==> src/rtl/systolic_pkg.sv <==
// Shared types and helpers for the systolic array sequencer.
// Imported by the controller and its skew sub-module.
package systolic_pkg;

  typedef enum logic [2:0] {
    IDLE,
    CLEAR,
    FEED,
    FLUSH,
    DRAIN
  } ctrl_state_e;

  function automatic int flush_cycles(input int n);
    return 2 * n - 1;
  endfunction

endpackage

==> src/rtl/valid_skew.sv <==
// N-tap shift register turning one valid into a staircase vector.
// Tap i carries the input delayed by i + DEPTH_OFFSET cycles.
module valid_skew
  import systolic_pkg::*;
#(
  parameter int N            = 4,
  parameter int DEPTH_OFFSET = 1
) (
  input  logic         clk,
  input  logic         rst,
  input  logic         in_valid,
  output logic [N-1:0] out_valid
);

  localparam int D = N + DEPTH_OFFSET - 1;

  logic [D-1:0] sr_q;
  logic [D-1:0] sr_d;

  always_comb begin
    sr_d = {sr_q[D-2:0], in_valid};
  end

  always_ff @(posedge clk) begin
    if (rst) begin
      sr_q <= '0;
    end else begin
      sr_q <= sr_d;
    end
  end

  assign out_valid = sr_q[D-1:DEPTH_OFFSET-1];

endmodule

==> src/rtl/systolic_ctrl.sv <==
// Sequencer for an output-stationary N x N systolic MAC array:
// clear, skewed operand feed, wavefront flush, row-by-row drain.
module systolic_ctrl
  import systolic_pkg::*;
#(
  parameter int N  = 4,
  parameter int KW = 16,
  parameter int RW = $clog2(N)
) (
  input  logic          clk,
  input  logic          rst,
  input  logic          start,
  input  logic [KW-1:0] k_len,
  output logic          busy,
  output logic          done,
  output logic          acc_clear_block,
  output logic          feed_en,
  output logic [KW-1:0] feed_k,
  output logic [N-1:0]  a_valid_row,
  output logic [N-1:0]  b_valid_col,
  output logic          drain_en,
  output logic [RW-1:0] drain_row,
  input  logic          res_ready
);

  localparam int FLUSH_N = flush_cycles(N);
  localparam int FW      = $clog2(FLUSH_N + 1);

  localparam logic [FW-1:0] FLUSH_LAST = FW'(FLUSH_N - 1);
  localparam logic [RW-1:0] ROW_LAST   = RW'(N - 1);

  ctrl_state_e   state_q, state_d;
  logic [KW-1:0] k_len_q, k_len_d;
  logic [KW-1:0] feed_k_q, feed_k_d;
  logic [FW-1:0] flush_q, flush_d;
  logic [RW-1:0] row_q, row_d;
  logic          clear_q, clear_d;
  logic          feed_q, feed_d;
  logic          drain_q, drain_d;
  logic          busy_q, busy_d;
  logic          done_q, done_d;

  always_comb begin
    state_d  = state_q;
    k_len_d  = k_len_q;
    feed_k_d = feed_k_q;
    flush_d  = flush_q;
    row_d    = row_q;
    done_d   = 1'b0;
    unique case (state_q)
      IDLE: begin
        if (start) begin
          k_len_d = k_len;
          state_d = CLEAR;
        end
      end
      CLEAR: begin
        feed_k_d = '0;
        row_d    = '0;
        state_d  = (k_len_q != '0) ? FEED : DRAIN;
      end
      FEED: begin
        if (feed_k_q == k_len_q - KW'(1)) begin
          feed_k_d = '0;
          flush_d  = FLUSH_LAST;
          state_d  = FLUSH;
        end else begin
          feed_k_d = feed_k_q + KW'(1);
        end
      end
      FLUSH: begin
        if (flush_q == '0) begin
          row_d   = '0;
          state_d = DRAIN;
        end else begin
          flush_d = flush_q - FW'(1);
        end
      end
      DRAIN: begin
        if (res_ready) begin
          if (row_q == ROW_LAST) begin
            row_d   = '0;
            done_d  = 1'b1;
            state_d = IDLE;
          end else begin
            row_d = row_q + RW'(1);
          end
        end
      end
      default: state_d = IDLE;
    endcase
    // Output flops follow the next state so they change on edges only
    clear_d = (state_d == CLEAR);
    feed_d  = (state_d == FEED);
    drain_d = (state_d == DRAIN);
    busy_d  = (state_d != IDLE);
  end

  always_ff @(posedge clk) begin
    if (rst) begin
      state_q  <= IDLE;
      k_len_q  <= '0;
      feed_k_q <= '0;
      flush_q  <= '0;
      row_q    <= '0;
      clear_q  <= 1'b0;
      feed_q   <= 1'b0;
      drain_q  <= 1'b0;
      busy_q   <= 1'b0;
      done_q   <= 1'b0;
    end else begin
      state_q  <= state_d;
      k_len_q  <= k_len_d;
      feed_k_q <= feed_k_d;
      flush_q  <= flush_d;
      row_q    <= row_d;
      clear_q  <= clear_d;
      feed_q   <= feed_d;
      drain_q  <= drain_d;
      busy_q   <= busy_d;
      done_q   <= done_d;
    end
  end

  valid_skew #(.N(N), .DEPTH_OFFSET(1)) u_row_skew (
    .clk      (clk),
    .rst      (rst),
    .in_valid (feed_q),
    .out_valid(a_valid_row)
  );

  valid_skew #(.N(N), .DEPTH_OFFSET(1)) u_col_skew (
    .clk      (clk),
    .rst      (rst),
    .in_valid (feed_q),
    .out_valid(b_valid_col)
  );

  assign busy            = busy_q;
  assign done            = done_q;
  assign acc_clear_block = clear_q;
  assign feed_en         = feed_q;
  assign feed_k          = feed_k_q;
  assign drain_en        = drain_q;
  assign drain_row       = row_q;

endmodule

==> config.mk <==
export PLATFORM = sky130hd
export DESIGN_NAME = systolic_ctrl
export DESIGN_NICKNAME = d
export VERILOG_FILES = /design/src/rtl/systolic_pkg.sv /design/src/rtl/valid_skew.sv /design/src/rtl/systolic_ctrl.sv
export SDC_FILE = /design/constraint.sdc
export NUM_CORES = 1
export LEC_CHECK = 0
export ABC_AREA = 1
export CORE_MARGIN = 2
export CORE_UTILIZATION = 53
export CTS_CLUSTER_SIZE = 24
export DETAILED_ROUTE_END_ITERATION = 6
export GPL_TIMING_DRIVEN = 0
export PLACE_DENSITY = 0.9
export SYNTH_ARGS = -nofsm -noshare
export SYNTH_HDL_FRONTEND = slang
export SYNTH_SLANG_ARGS = --single-unit
==> constraint.sdc <==
create_clock -name clk -period 2.3 [get_ports clk]
set_input_delay 0.345 -clock clk [delete_from_list [all_inputs] [get_ports clk]]
set_output_delay 0.345 -clock clk [all_outputs]
set_load 0.01 [all_outputs]
==> results of run 1 <==
power by group through the flow:
stage	sequential, mW	combinational, mW	clock, mW
floorplan	1.03	0.659	0
global placement	1.03	0.858	0
detailed placement	1.04	0.890	0
CTS	1.02	0.897	0.522
global route	1.03	1.03	0.551
finish	1.02	0.915	0.515
registers in the layout, summed over array words and instances (netlist names):
register and cells:
u_row_skew.out_valid 4, acc_clear_block 1, feed_en 1, busy 1
flush_q 3, k_len_q 16, drain_row 2, done 1
feed_k 16, state_q 3, drain_en 1
final cells by class:
| class | count | area share, % |
|---|---|---|
| Timing Repair Buffer | 52 | 14.5 |
| Clock buffer | 5 | 1.94 |
| Tap cell | 70 | 2.47 |
| Inverter | 60 | 6.36 |
| Buffer | 14 | 2.12 |
| Sequential cell | 49 | 27.7 |
| Multi-Input combinational cell | 303 | 44.4 |
| Clock inverter | 2 | 0.460 |
worst min-delay path by stage:
stage	from	to	slack (ns)	cells past startpoint
2_1_floorplan	feed_en	u_row_skew.out_valid[0]	0.45	2
3_3_place_gp	feed_en	u_row_skew.out_valid[0]	0.42	2
3_5_place_dp	feed_en	u_row_skew.out_valid[0]	0.42	2
4_1_cts	rst	flush_q[1]	0.40	2
5_1_grt	rst	flush_q[1]	0.41	2
6_report	rst	flush_q[1]	0.39	2
cells in the final DEF, fill, tap and decap left out:
master,Yosys,layout
a21oi_1,18,18
a21oi_2,2,2
a31oi_1,2,2
buf_4,4,7
buf_6,1,1
clkbuf_1,9,9
clkbuf_8,0,5
clkdlybuf4s50_1,0,49
clkinv_1,2,2
clkinv_4,0,1
clkinvlp_4,0,1
dfxtp_1,49,49
ha_1,5,5
inv_1,56,56
inv_2,2,2
nand2_1,82,82
nand2_2,4,4
nand2_4,2,2
nand3_1,29,29
nand3_2,2,2
nand3b_1,3,3
nand4_1,4,4
nor2_1,72,72
nor2_2,5,5
nor2_4,2,2
nor2_8,1,1
nor3_1,6,6
nor3_2,1,1
nor4_1,3,3
o211ai_1,1,1
o21a_1,7,7
o21ai_0,24,24
o21ai_1,1,1
or2_1,1,1
xnor2_1,9,9
xor2_1,17,17
worst max-delay path, cell delays in order (launching register included):
cell and delay (ns):
dfxtp_1 0.37, inv_2 0.08, ha_1 0.24, nand2_2 0.16
nor2_8 0.06, nand2_1 0.07, nand2_1 0.07, inv_1 0.07
nand3_1 0.09, nor3_2 0.20, nand2_4 0.13, nand2_4 0.12
buf_6 0.15, nor2_1 0.05, o21a_1 0.16
metrics by stage:
step	hold WS, ns	cell area (um^2)	power (mW)	instances
after CTS	0.405	3520	2.44	552
after floorplan	0.447	2850	1.69	426
after global routing	0.411	3540	2.62	555
after detailed placement	0.423	3430	1.93	545
final	0.394	3540	2.45	555
after global placement	0.419	3430	1.89	545
cell families after synthesis:
kind of cell,Yosys count
flip-flops,49
AO/OA/AOI/OAI,55
buffers and inverters,74
XOR/XNOR,26
AND/OR/NAND/NOR,217
adder cells (fa/ha/maj),5
what timing repair did:
item                                    CTS  global route
hold buffers                              0             0
endpoints found under the setup margin    0             8
buffers inserted                          0             3
gates resized for setup                   0             0
per-layer routing:
layer / wire (um) / track usage (%) / vias to the layer above / share of wire [%]
li1: - / - / 1455 / -
met1: 3000 / 27.9 / 1329 / 43
met2: 3500 / 43.9 / 87 / 50
met3: 372 / 6.16 / 16 / 5.3
met4: 119 / 8.75 / 0 / 1.7
met5: 0 / 0 / - / 0
==> results.sh, run 1 <==
export IMPL_outcome="finished clean"
export IMPL_drtPass1Iterations=6
export IMPL_cp_startpoint="k_len_q[0]"
export IMPL_slew_headroom_pct=63.2
export IMPL_synthesis_nets=451
export IMPL_fin_crit_sh_pct=93.0
export IMPL_synth_top_family_by_area="simple AND/OR/NAND/NOR gates"
export IMPL_vias=2887
export IMPL_timing_rr_start="k_len_q[0]"
export IMPL_critPathLaunchType="flop"
export IMPL_fin_setup_tns_ns=0
export IMPL_cp_arrival_ns=2.36
export IMPL_cts_root_buf="clkbuf_8"
export IMPL_place_ws_ns=0.154
export IMPL_period_needed_ns=2.14
export IMPL_h_tree_depth=2
export IMPL_yosysMostFrequentCell="nand2_1"
export IMPL_synth_xor_area_share_pct=7.98
export IMPL_cp_max_fo=10
export IMPL_p_int_mw=1.50
export IMPL_drc=0
export IMPL_max_cap_viol_count=0
export IMPL_nFillCells=457
export IMPL_setup_viol=0
export IMPL_tightest_slew_ns=0.553
export IMPL_synthTopCellsByArea="dfxtp_1 34%, nand2_1 11%, nor2_1 9.5%, inv_1 7.4%, xor2_1 5.2%"
export IMPL_r2r_setup_slack_ns=0.16
export IMPL_clkPwrFrac_pct=21.0
export IMPL_synth_top_cell_area_share_pct=34.4
export IMPL_layout_drive_gt1_share_pct=7.42
export IMPL_routabilityCongestion=0.853
export IMPL_synth_simple_area_share_pct=34.2
export IMPL_skew_ns=0.00328
export IMPL_p_leak_nw=1.50
export IMPL_wl_um=7000
export IMPL_synthArstFlopShare_pct=0
export IMPL_die_w_um=77.4
export IMPL_worstHoldPathType="in2reg"
export IMPL_reg2reg_depth=14
export IMPL_fmaxAchievable_mhz=468
export IMPL_finalMaxSlewViolations=0
export IMPL_fin_nets=510
export IMPL_ir_drop_uv=477
export IMPL_yosys_warnings=0
export IMPL_routedWlPerCell_um=12.6
export IMPL_synth_compound_area_share_pct=10.7
export IMPL_r2r_end="feed_k[9]"
export IMPL_ys_types=32
export IMPL_ant_nets=0
export IMPL_port_buffers=49
export IMPL_cp_required_ns=2.52
export IMPL_cts_buffer_depth=2
export IMPL_critPathKind="reg2reg"
export IMPL_synth_area_um2=2850
export IMPL_path_clk_slew_ns=0.09
export IMPL_seqPwrFrac_pct=41.7
export IMPL_yosysTopAreaCell="dfxtp_1"
export IMPL_coreArea_um2=5140
export IMPL_cts_buffers=5
export IMPL_antennaDiodeCount=0
export IMPL_multi_input_area_um2=1570
export IMPL_power_switching_uw=956
export IMPL_ios=51
export IMPL_avgSynthCellArea_um2=6.70
export IMPL_powerDensity_nw_per_um2=693
export IMPL_cts_tree="built"
export IMPL_swShare_pct=39.0
export IMPL_drt_initial_drc_count=160
export IMPL_grt_max_degree=16
export IMPL_synthCells=426
export IMPL_rows=26
export IMPL_endpoint_kind="flop"
export IMPL_final_hold_viol_count=0
export IMPL_final_seq_area_um2=981
export IMPL_grt_pass1_wl_um=11800
export IMPL_combPwrFrac_pct=37.3
export IMPL_synth_edf_count=0
export IMPL_fin_util_pct=68.9
export IMPL_synth_common_cells="82 x nand2_1, 72 x nor2_1, 56 x inv_1"
export IMPL_clock_sinks=49
export IMPL_grtUsageTotal_pct=24.4
export IMPL_grt_pass1_vias=2751
export IMPL_setup_slack_ns=0.162
export IMPL_overflow=0
export IMPL_ys_flop_type="dfxtp_1"
export IMPL_die_area_um2=5990
export IMPL_vias_per_cell=5.20
export IMPL_clk_latency_ns=0.31
export IMPL_dp_hpwl_um=5220
export IMPL_synth_mux_area_fraction_pct=0
export IMPL_synth_fa_ha_area_share_pct=2.19
export IMPL_area_growth_pct=24.0
export IMPL_antenna_found_initial=0
export IMPL_yosys_register_bits=49
export IMPL_start_util_pct=55.5
export IMPL_die_y_um=77.4
export IMPL_synth_seq_area_share_pct=34.4
export IMPL_crit_path_end="feed_k[9]"
Power figures use the tool's default switching activity.
==> run 2, diff against run 1 <==
- ABC_AREA: 1 -> unset
- CORE_UTILIZATION: 53 -> 52
- SKIP_LAST_GASP: unset -> 1
==> run 2 against run 1 <==
The run now ends with negative setup slack left. Fmax fell by 25%. Sequential power shrank 8%. Synthesized cell count shrank 24%. Global-route usage rose by 0.18 points. Cell count fell by 17%.
==> results.sh, run 2 <==
export IMPL_outcome="complete, but fails checks"
export IMPL_violations="negative setup slack"
export IMPL_wl_met3_um=364
export IMPL_die_area_um2=5720
export IMPL_finalMaxSlewViolations=0
export IMPL_cts_tree="built"
export IMPL_antenna_found_initial=0
export IMPL_port_buffers=49
export IMPL_drt_initial_drc_count=157
export IMPL_powerDensity_nw_per_um2=541
export IMPL_fmaxAchievable_mhz=352
export IMPL_coreArea_um2=5040
export IMPL_routedWlPerCell_um=15.9
export IMPL_routed_top_layer="met4"
export IMPL_setup_slack_ns=-0.539
export IMPL_synth_edf_count=0
export IMPL_critPathKind="reg2reg"
export IMPL_yosysMostFrequentCell="nand2_1"
export IMPL_critPathLaunchType="flop"
export IMPL_period_needed_ns=2.84
export IMPL_setup_viol=23
export IMPL_layout_drive_gt1_share_pct=16.9
export IMPL_clk_latency_ns=0.30
export IMPL_area_growth_pct=37.5
export IMPL_cts_root_buf="clkbuf_8"
export IMPL_vias_per_cell=5.86
export IMPL_p_leak_nw=1.35
export IMPL_fin_setup_tns_ns=-10.32
export IMPL_fin_nets=414
export IMPL_ys_flop_type="dfxtp_1"
export IMPL_yosys_register_bits=49
export IMPL_rsz0062_at_grt="true"
export IMPL_cp_required_ns=2.50
export IMPL_grt_max_degree=14
export IMPL_cts_hold_fix_buffers=0
export IMPL_ios=51
export IMPL_dr_wl_met2_um=3730
export IMPL_power_total_mw=1.99
export IMPL_drtPass1Iterations=4
export IMPL_grt_pass1_vias=2438
export IMPL_worstHoldPathType="in2reg"
export IMPL_skew_ns=0.00647
export IMPL_synthTopCellsByArea="dfxtp_1 37%, nand2_1 7.0%, a21oi_1 5.3%, xnor2_1 2.6%, ha_1 2.3%"
export IMPL_tightest_slew_ns=1.09
export IMPL_die_y_um=75.6
export IMPL_cp_max_fo=5
export IMPL_drc=0
export IMPL_dp_hpwl_um=4810
export IMPL_fin_crit_sh_pct=123
export IMPL_start_util_pct=52.9
export IMPL_synthArstFlopShare_pct=0
export IMPL_cts_buffers=5
export IMPL_routabilityCongestion=0.865
export IMPL_wl_um=7300
export IMPL_cp_arrival_ns=3.04
export IMPL_crit_buf_inv=4
export IMPL_critical_path_top_delay_family="simple AND/OR/NAND/NOR gates"
export IMPL_h_tree_depth=2
export IMPL_fin_util_pct=72.8
export IMPL_ant_nets=0
export IMPL_synth_common_cells="50 x nand2_1, 49 x dfxtp_1, 28 x a21oi_1"
export IMPL_yosysTopAreaCell="dfxtp_1"
export IMPL_final_common_cell="nand2_1"
export IMPL_wl_met1_um=3030
export IMPL_max_stage_delay_ns=0.44
export IMPL_slew_headroom_pct=27.1
export IMPL_final_hold_viol_count=0
export IMPL_die_w_um=75.6
export IMPL_synth_seq_area_share_pct=36.8
export IMPL_synth_area_um2=2670
export IMPL_path_cells="inv_4 -> ha_4 -> or3b_4 -> or4_4 -> nor3b_4 -> o32ai_4 -> nor4_4 -> buf_4 -> buf_8 -> buf_12 -> o31ai_2 -> a22o_1"
export IMPL_grtUsageTotal_pct=24.6
export IMPL_clock_sinks=49
export IMPL_overflow=0
export IMPL_synthCells=322
export IMPL_antennaDiodeCount=0
export IMPL_yosys_warnings=0
export IMPL_synthesis_nets=347
export IMPL_avgSynthCellArea_um2=8.29
export IMPL_cts_buffer_depth=2
export IMPL_path_clk_slew_ns=0.09
export IMPL_layout_common_cells="50 x nand2_1, 49 x clkdlybuf4s50_1, 45 x dfxtp_1"
export IMPL_vias=2695
export IMPL_ir_drop_uv=389
export IMPL_synth_top_cell_area_share_pct=36.8
export IMPL_rows=26
export IMPL_max_cap_viol_count=0
export IMPL_grt_pass1_wl_um=10900
export IMPL_cp_slowest_cell="or4_4"
export IMPL_endpoint_kind="flop"
export IMPL_ys_types=55
export IMPL_r2r_setup_slack_ns=-0.54
-- run 2: cell types whose count changed in the layout (fill, tap and decap cells not counted), moves of 8 or more --
| cell | before | now |
|---|---|---|
| xor2_1 | 17 | 7 |
| clkbuf_1 | 9 | 17 |
| o21ai_0 | 24 | 4 |
| nor2_1 | 72 | 11 |
| nand2_1 | 82 | 50 |
| nor2b_1 | 0 | 9 |
| inv_1 | 56 | 4 |
| nand3_1 | 29 | 6 |
-- run 2: cells by family after synthesis --
family	after synthesis	share of synthesized area, %
buffers and inverters	30	5.53
AND/OR/NAND/NOR	136	27.3
adder cells (fa/ha/maj)	5	2.34
flip-flops	49	36.8
XOR/XNOR	15	4.92
multiplexers	2	0.750
AO/OA/AOI/OAI	85	22.4
-- run 2: cell type report --
| cell class | count | area, um^2 |
|---|---|---|
| Buffer | 21 | 113 |
| Clock buffer | 8 | 80.1 |
| Fill cell | 358 | 1370 |
| Inverter | 6 | 25.0 |
| Multi-Input combinational cell | 243 | 1760 |
| Sequential cell | 49 | 993 |
| Tap cell | 70 | 87.6 |
| Timing Repair Buffer | 63 | 613 |
-- run 2: report_power, final --
| part | internal, mW | switching, mW |
|---|---|---|
| Combinational | 0.260 | 0.300 |
| Sequential | 0.886 | 0.0508 |
| Clock | 0.217 | 0.272 |
-- run 2: final timing paths --
check / startpoint / end / depth (start not counted)
max: k_len_q[1] / feed_k[2] / 12
min: rst / u_row_skew.out_valid[0] / 2
max reg2reg: k_len_q[1] / feed_k[2] / 12
min reg2reg: drain_row[1] / drain_row[1] / 2
-- run 2: through the flow --
step | std cells | instance area, um^2 | worst slack [ns] | hold slack [ns]
detailed placement | 441 | 3260 | -0.898 | 0.466
finish | 460 | 3670 | -0.539 | 0.402
global placement | 441 | 3260 | -0.766 | 0.463
global route | 460 | 3670 | -0.656 | 0.437
CTS | 456 | 3520 | -0.550 | 0.381
floorplan | 322 | 2690 | -0.468 | 0.448
-- run 2: what timing repair did --
item | CTS | global route
endpoints found under the hold margin | 0 | 0
pin swaps | 9 | 14
endpoints found under the setup margin | 26 | 26
cloned | 0 | 1
setup buffers | 8 | 5
gates resized for setup | 28 | 25
-- run 2: layer usage --
metal	global-route usage (%)	vias to the layer above
li1	-	1315
met1	30.3	1270
met2	44.3	90
met3	3.84	20
met4	7.02	0
met5	0	-
